==> config.mk <==
export PLATFORM = sky130hd
export DESIGN_NAME = jpeg_blk_buf_ctrl
export DESIGN_NICKNAME = d
export VERILOG_FILES = /design/src/rtl/jpeg_blk_buf_ctrl_pkg.sv /design/src/rtl/jpeg_blk_buf_ram.sv /design/src/rtl/jpeg_blk_buf_ctrl.sv
export SDC_FILE = /design/constraint.sdc
export NUM_CORES = 2
export LEC_CHECK = 0
export ABC_AREA = 1
export CORE_UTILIZATION = 25
export DETAILED_ROUTE_END_ITERATION = 16
export GPL_ROUTABILITY_DRIVEN = 1
export PLACE_DENSITY = 0.47
export SETUP_SLACK_MARGIN = 0.02
export SLEW_MARGIN = 5
export SYNTH_ARGS = -nofsm -noshare
export SYNTH_HDL_FRONTEND = slang
export SYNTH_HIERARCHICAL = 1
export SYNTH_SLANG_ARGS = --single-unit
==> constraint.sdc <==
create_clock -name clk_i -period 4.9 [get_ports clk_i]
set_input_delay 0.98 -clock clk_i [delete_from_list [all_inputs] [get_ports clk_i]]
set_output_delay 0.98 -clock clk_i [all_outputs]
set_load 0.01 [all_outputs]
==> src/rtl/jpeg_blk_buf_ctrl_pkg.sv <==
// Shared definitions for the JPEG coefficient block double-buffer:
// slot count, block geometry and slot-state encoding.
package jpeg_blk_buf_ctrl_pkg;
    localparam int NUM_SLOTS = 2;
    localparam int BLK_LEN   = 64;
    localparam int IDX_W     = $clog2(BLK_LEN);
    localparam int SLOT_W    = $clog2(NUM_SLOTS);
    localparam int COEF_W    = 16;
    localparam int RAM_AW    = SLOT_W + IDX_W;

    typedef enum logic [1:0] {
        SLOT_FREE,
        SLOT_FILL,
        SLOT_FULL,
        SLOT_DRAIN
    } slot_state_e;

    // A slot takes writes and eob only while it is empty or being filled.
    function automatic logic slot_open(slot_state_e s);
        return (s == SLOT_FREE) || (s == SLOT_FILL);
    endfunction
endpackage

==> src/rtl/jpeg_blk_buf_ram.sv <==
// Coefficient storage for both slots: one write port, one synchronous read
// port with a single cycle of read latency. Contents are never reset.
module jpeg_blk_buf_ram
    import jpeg_blk_buf_ctrl_pkg::*;
(
    input  logic              clk,
    input  logic              we,
    input  logic [RAM_AW-1:0] waddr,
    input  logic [COEF_W-1:0] wdata,
    input  logic [RAM_AW-1:0] raddr,
    output logic [COEF_W-1:0] rdata
);
    logic [COEF_W-1:0] mem [NUM_SLOTS*BLK_LEN];

    always_ff @(posedge clk) begin
        if (we) mem[waddr] <= wdata;
        rdata <= mem[raddr];
    end
endmodule

==> src/rtl/jpeg_blk_buf_ctrl.sv <==
// Two-slot coefficient block buffer between the MCU processor and the IDCT:
// one slot fills by random-index writes while the other drains 64 beats in order.
module jpeg_blk_buf_ctrl
    import jpeg_blk_buf_ctrl_pkg::*;
#(
    parameter int ID_W = 32
) (
    input  logic              clk_i,
    input  logic              rst_ni,
    input  logic              img_start_i,
    input  logic              inport_valid_i,
    input  logic [COEF_W-1:0] inport_data_i,
    input  logic [IDX_W-1:0]  inport_idx_i,
    input  logic [ID_W-1:0]   inport_id_i,
    input  logic              inport_eob_i,
    output logic              inport_blk_space_o,
    output logic              outport_valid_o,
    input  logic              outport_ready_i,
    output logic [COEF_W-1:0] outport_data_o,
    output logic [IDX_W-1:0]  outport_idx_o,
    output logic [ID_W-1:0]   outport_id_o,
    output logic              outport_last_o,
    output logic [1:0]        level_o,
    output logic              overflow_o
);
    slot_state_e          state  [NUM_SLOTS];
    logic [BLK_LEN-1:0]   bitmap [NUM_SLOTS];
    logic [ID_W-1:0]      blk_id [NUM_SLOTS];
    logic                 wr_slot, rd_slot, rd_other, rd_sel;
    logic                 out_valid, out_last, out_bit;
    logic [IDX_W-1:0]     out_idx, nxt_idx;
    logic [ID_W-1:0]      out_id;
    logic [1:0]           level;
    logic                 overflow;
    logic [COEF_W-1:0]    ram_rdata;
    logic                 wr_open, wr_en, eob_acc, accept, finish, start_cur, start_nxt;

    assign rd_other  = ~rd_slot;
    assign wr_open   = slot_open(state[wr_slot]);
    assign wr_en     = inport_valid_i && wr_open && !img_start_i;
    assign eob_acc   = inport_eob_i && wr_open;
    assign accept    = out_valid && outport_ready_i;
    assign finish    = accept && out_last;
    assign start_cur = !out_valid && (state[rd_slot] == SLOT_FULL);
    // Chain straight into the other slot on the last beat so back-to-back blocks have no bubble.
    assign start_nxt = finish && (state[rd_other] == SLOT_FULL);

    // nxt_idx/rd_sel name the beat presented after this edge; the RAM read is
    // issued for it now so its data lands with the registered beat.
    always_comb begin
        rd_sel  = rd_slot;
        nxt_idx = out_idx;
        if (start_cur) begin
            nxt_idx = '0;
        end else if (start_nxt) begin
            rd_sel  = rd_other;
            nxt_idx = '0;
        end else if (accept) begin
            nxt_idx = out_idx + IDX_W'(1);
        end
    end

    jpeg_blk_buf_ram u_ram (
        .clk   (clk_i),
        .we    (wr_en),
        .waddr ({wr_slot, inport_idx_i}),
        .wdata (inport_data_i),
        .raddr ({rd_sel, nxt_idx}),
        .rdata (ram_rdata)
    );

    always_ff @(posedge clk_i or negedge rst_ni) begin
        if (!rst_ni) begin
            for (int s = 0; s < NUM_SLOTS; s++) begin
                state[s]  <= SLOT_FREE;
                bitmap[s] <= '0;
                blk_id[s] <= '0;
            end
            wr_slot   <= 1'b0;
            rd_slot   <= 1'b0;
            out_valid <= 1'b0;
            out_idx   <= '0;
            out_id    <= '0;
            out_last  <= 1'b0;
            out_bit   <= 1'b0;
            level     <= '0;
            overflow  <= 1'b0;
        end else if (img_start_i) begin
            for (int s = 0; s < NUM_SLOTS; s++) begin
                state[s]  <= SLOT_FREE;
                bitmap[s] <= '0;
            end
            wr_slot   <= 1'b0;
            rd_slot   <= 1'b0;
            out_valid <= 1'b0;
            out_idx   <= '0;
            out_last  <= 1'b0;
            out_bit   <= 1'b0;
            level     <= '0;
            overflow  <= 1'b0;
        end else begin
            if ((inport_valid_i || inport_eob_i) && !wr_open) overflow <= 1'b1;
            if (wr_en) begin
                bitmap[wr_slot][inport_idx_i] <= 1'b1;
                if (state[wr_slot] == SLOT_FREE) begin
                    state[wr_slot]  <= SLOT_FILL;
                    blk_id[wr_slot] <= inport_id_i;
                end
            end
            if (eob_acc) begin
                state[wr_slot] <= SLOT_FULL;
                if (state[wr_slot] == SLOT_FREE) blk_id[wr_slot] <= inport_id_i;
                wr_slot <= ~wr_slot;
            end
            case ({eob_acc, finish})
                2'b10:   level <= level + 2'd1;
                2'b01:   level <= level - 2'd1;
                default: ;
            endcase
            if (finish) begin
                state[rd_slot]  <= SLOT_FREE;
                bitmap[rd_slot] <= '0;
                rd_slot         <= rd_other;
            end
            if (start_cur || start_nxt) begin
                state[rd_sel] <= SLOT_DRAIN;
                out_valid     <= 1'b1;
                out_id        <= blk_id[rd_sel];
            end else if (finish) begin
                out_valid <= 1'b0;
            end
            if (start_cur || start_nxt || accept) begin
                out_idx  <= nxt_idx;
                out_last <= (nxt_idx == IDX_W'(BLK_LEN-1));
                out_bit  <= bitmap[rd_sel][nxt_idx] && !(finish && !start_nxt);
            end
        end
    end

    assign inport_blk_space_o = (state[wr_slot] == SLOT_FREE);
    assign outport_valid_o    = out_valid;
    assign outport_data_o     = out_bit ? ram_rdata : '0;
    assign outport_idx_o      = out_idx;
    assign outport_id_o       = out_id;
    assign outport_last_o     = out_last;
    assign level_o            = level;
    assign overflow_o         = overflow;
endmodule
==> metrics.yaml <==
outcome:
  status: "completed"
finish:
  finalCoreUtilization_pct: 29.5
  fin_cells: 13637
  multi_input_comb_area_um2: 23100
  syn_to_final_growth_pct: 17.3
  drive_gt1_share_pct: 9.06
  nets: 8500
  design_area_um2: 111000
  seq_area_um2: 67900
  fillCellCount: 38453
synth:
  synthTopCellsByCount: "2264 x nand2_1, 2219 x nand3_1, 2048 x edfxtp_1"
  synth.largest_area_cell: "edfxtp_1"
  syn_nets: 8299
  synth.yosys.seq_area_share_pct: 71.9
  synthCells: 8238
  yosysWarnings: 6
  netlist_area_um2: 94400
  synth-async-reset-ratio_pct: 10.5
  synth_area_leaders: "edfxtp_1 65%, nand3_1 12%, nand2_1 9.0%"
  synth-edff-count: 2048
  yosysMostFrequentCell: "nand2_1"
  synthDistinctLibCells: 37
  avgSynthCellArea_um2: 11.5
  synth_flop_cell: "edfxtp_1"
  synth_top_cell_area_share_pct: 65.2
  ys_ff_latch: 2306
floorplan:
  fp.dieArea_um2: 380000
  die-width_um: 616
  io_pins: 120
  start_util_pct: 25.1
  die_height_um: 616
  core_um2: 376000
  fp-row-count: 225
timing:
  hold_viol: 0
  tightest_slew_ps: 1170
  slew_viol_final: 0
  rsz0062_at_grt: "no"
  slew_headroom_pct: 21.8
  setup_viol: 0
  fin_ws_ps: 879
  period_minus_slack_ps: 4020
  fin_crit_sh_pct: 82.1
  max_freq_mhz: 249
  fin_hold_ws_ps: 140
  worst_clock_skew_ps: 70.2
critical_path:
  crit_type: "in -> reg"
  cp-end-kind: "flop"
  cp.required_ps: 5730
  cp.arrival_ps: 4850
  crit_family: "simple AND/OR/NAND/NOR gates"
  path_common_cell: "nand3_1"
  path_cells: "clkdlybuf4s50_1 > nand2_2 > nand2_1 > nand2_1 > inv_1 > nand2_1 > nor2_4 > buf_12 > buf_12 > buf_12 > nand2_1 > nand3_1 > nand3_1 > nand3_1 > nand3_1 > nand3_1 > nand3_1 > nand2_1"
  worst-path-buf-inv: 5
  crit_slowest_cell: "clkdlybuf4s50_1"
  critPathMaxFanout: 117
  critPathMaxStageDelay_ps: 530
  startpoint_type: "primary input"
clocking:
  cts_tree: "built"
  cts_num_sinks: 2306
  ctsHoldBuffers: 0
  clockBufferDepth: 4
  cts_resized: 0
  cts_buffers: 248
  postCtsSetupBuffers: 0
  path_clk_slew_ps: 60
  cts-root-buf: "clkbuf_16"
  cts.htree.levels: 4
  clock_latency_ps: 930
routing:
  drt-total-wl_um: 312000
  routedWlPerCell_um: 22.9
  drc: 0
  ant_nets: 0
  viasPerCell: 4.81
  drtPass1Iterations: 6
  drtIter0Drc: 6988
  vias: 65597
power:
  clock_power_share_pct: 40.9
  pwr-share-seq_pct: 49.5
  p_per_area_nw_per_um2: 404
  p_int_mw: 33.6
  ir_drop_v: 0.000323
  leakage_nw: 38.9
  power_frac_comb_pct: 9.6
  p_switching_mw: 11.1
  sw_frac_of_total_pct: 24.7
place:
  dp_slack_ps: 8.96
  dpl.hpwl_um: 181000
  numPortBuffers: 119
  dpl.cell_count: 13183
  placed_area_um2: 103000
  place.gp.congestion: 0.829
global_route:
  antenna_found_initial: 13
  grt_pass1_vias: 63113
  grt_pass1_wl_um: 452000
  track_usage_pct: 15.9
  overflow: 0
  grt_max_degree: 118
job:
  cap_violations: 0
min_path:
  hold_path_class: "in -> async"
==> power groups by stage <==
stage,combinational [mW],clock (mW),sequential (mW)
after CTS,4.33,18.6,22.1
after detailed placement,4.32,0,22.5
after floorplan,2.38,0,22.5
after global placement,4.25,0,22.5
after global routing,4.73,19.4,22.1
final,4.31,18.3,22.1
==> per-stage QoR <==
stage	TNS [ps]	total power, mW
3_5_place_dp	0	26.8
3_3_place_gp	-51.3	26.8
5_1_grt	0	46.2
6_report	0	44.7
4_1_cts	0	45.1
2_1_floorplan	0	24.9
==> final cells by class <==
type / count / share of cell area, %
clock inverter: 126 / 0.999
timing repair buffer: 498 / 4.53
sequential: 2306 / 61.3
inverter: 166 / 0.619
clock buffer: 320 / 5.98
tap: 4994 / 5.64
multi-input combinational: 5219 / 20.9
antenna: 8 / 0.0181
==> metal layers <==
metal | wire length [um] | global-route usage [%]
met1 | 139000 | 22.5
met2 | 143000 | 25.4
met3 | 21400 | 2.47
met4 | 7580 | 4.00
met5 | 53 | 0
==> sequential cells by signal, indices dropped and copies added, names as in the netlist <==
register,count
bitmap,128
blk_id,64
level_o,2
out_bit,1
outport_id_o,32
outport_idx_o,6
outport_last_o,1
outport_valid_o,1
overflow_o,1
rd_slot,1
state,4
u_ram/mem,2048
u_ram/rdata,16
wr_slot,1
==> worst paths after layout <==
| check | from | to | slack, ps | depth (start not counted) |
|---|---|---|---|---|
| setup / recovery | outport_ready_i | u_ram/rdata[4] | 880 | 18 |
| hold / removal | rst_ni | bitmap[0] | 140 | 1 |
| setup reg to reg | rd_slot | u_ram/rdata[4] | 890 | 17 |
| hold reg to reg | bitmap[78] | bitmap[78] | 490 | 2 |
| max in group asynchronous | rst_ni | blk_id[2] | 3680 | 2 |
| min in group clk_i | bitmap[78] | bitmap[78] | 490 | 2 |
==> kinds of logic after synthesis <==
| logic type | count (synthesis) | synth area share [%] |
|---|---|---|
| AO/OA/AOI/OAI | 350 | 2.00 |
| XOR/XNOR | 4 | 0.0371 |
| adder cells (fa/ha/maj) | 1 | 0.0133 |
| buffers and inverters | 713 | 3.66 |
| flip-flops | 2306 | 71.9 |
| AND/OR/NAND/NOR | 4864 | 22.4 |
==> cell usage in the layout (no fill, tap or decap), types with 28 or more instances in the layout <==
cell                n
buf_12             76
nand3_1          2219
dfrtp_1           240
clkinv_1           47
clkbuf_16         249
o21ai_0            49
clkinv_2           46
clkbuf_1           59
edfxtp_1         2048
nor2_1            346
inv_1             148
o22ai_1            88
a21oi_1           176
nand2_1          2264
o21ai_1            28
clkdlybuf4s50_1   102
buf_4             303
Note: power is estimated with default switching activity, not from simulation.
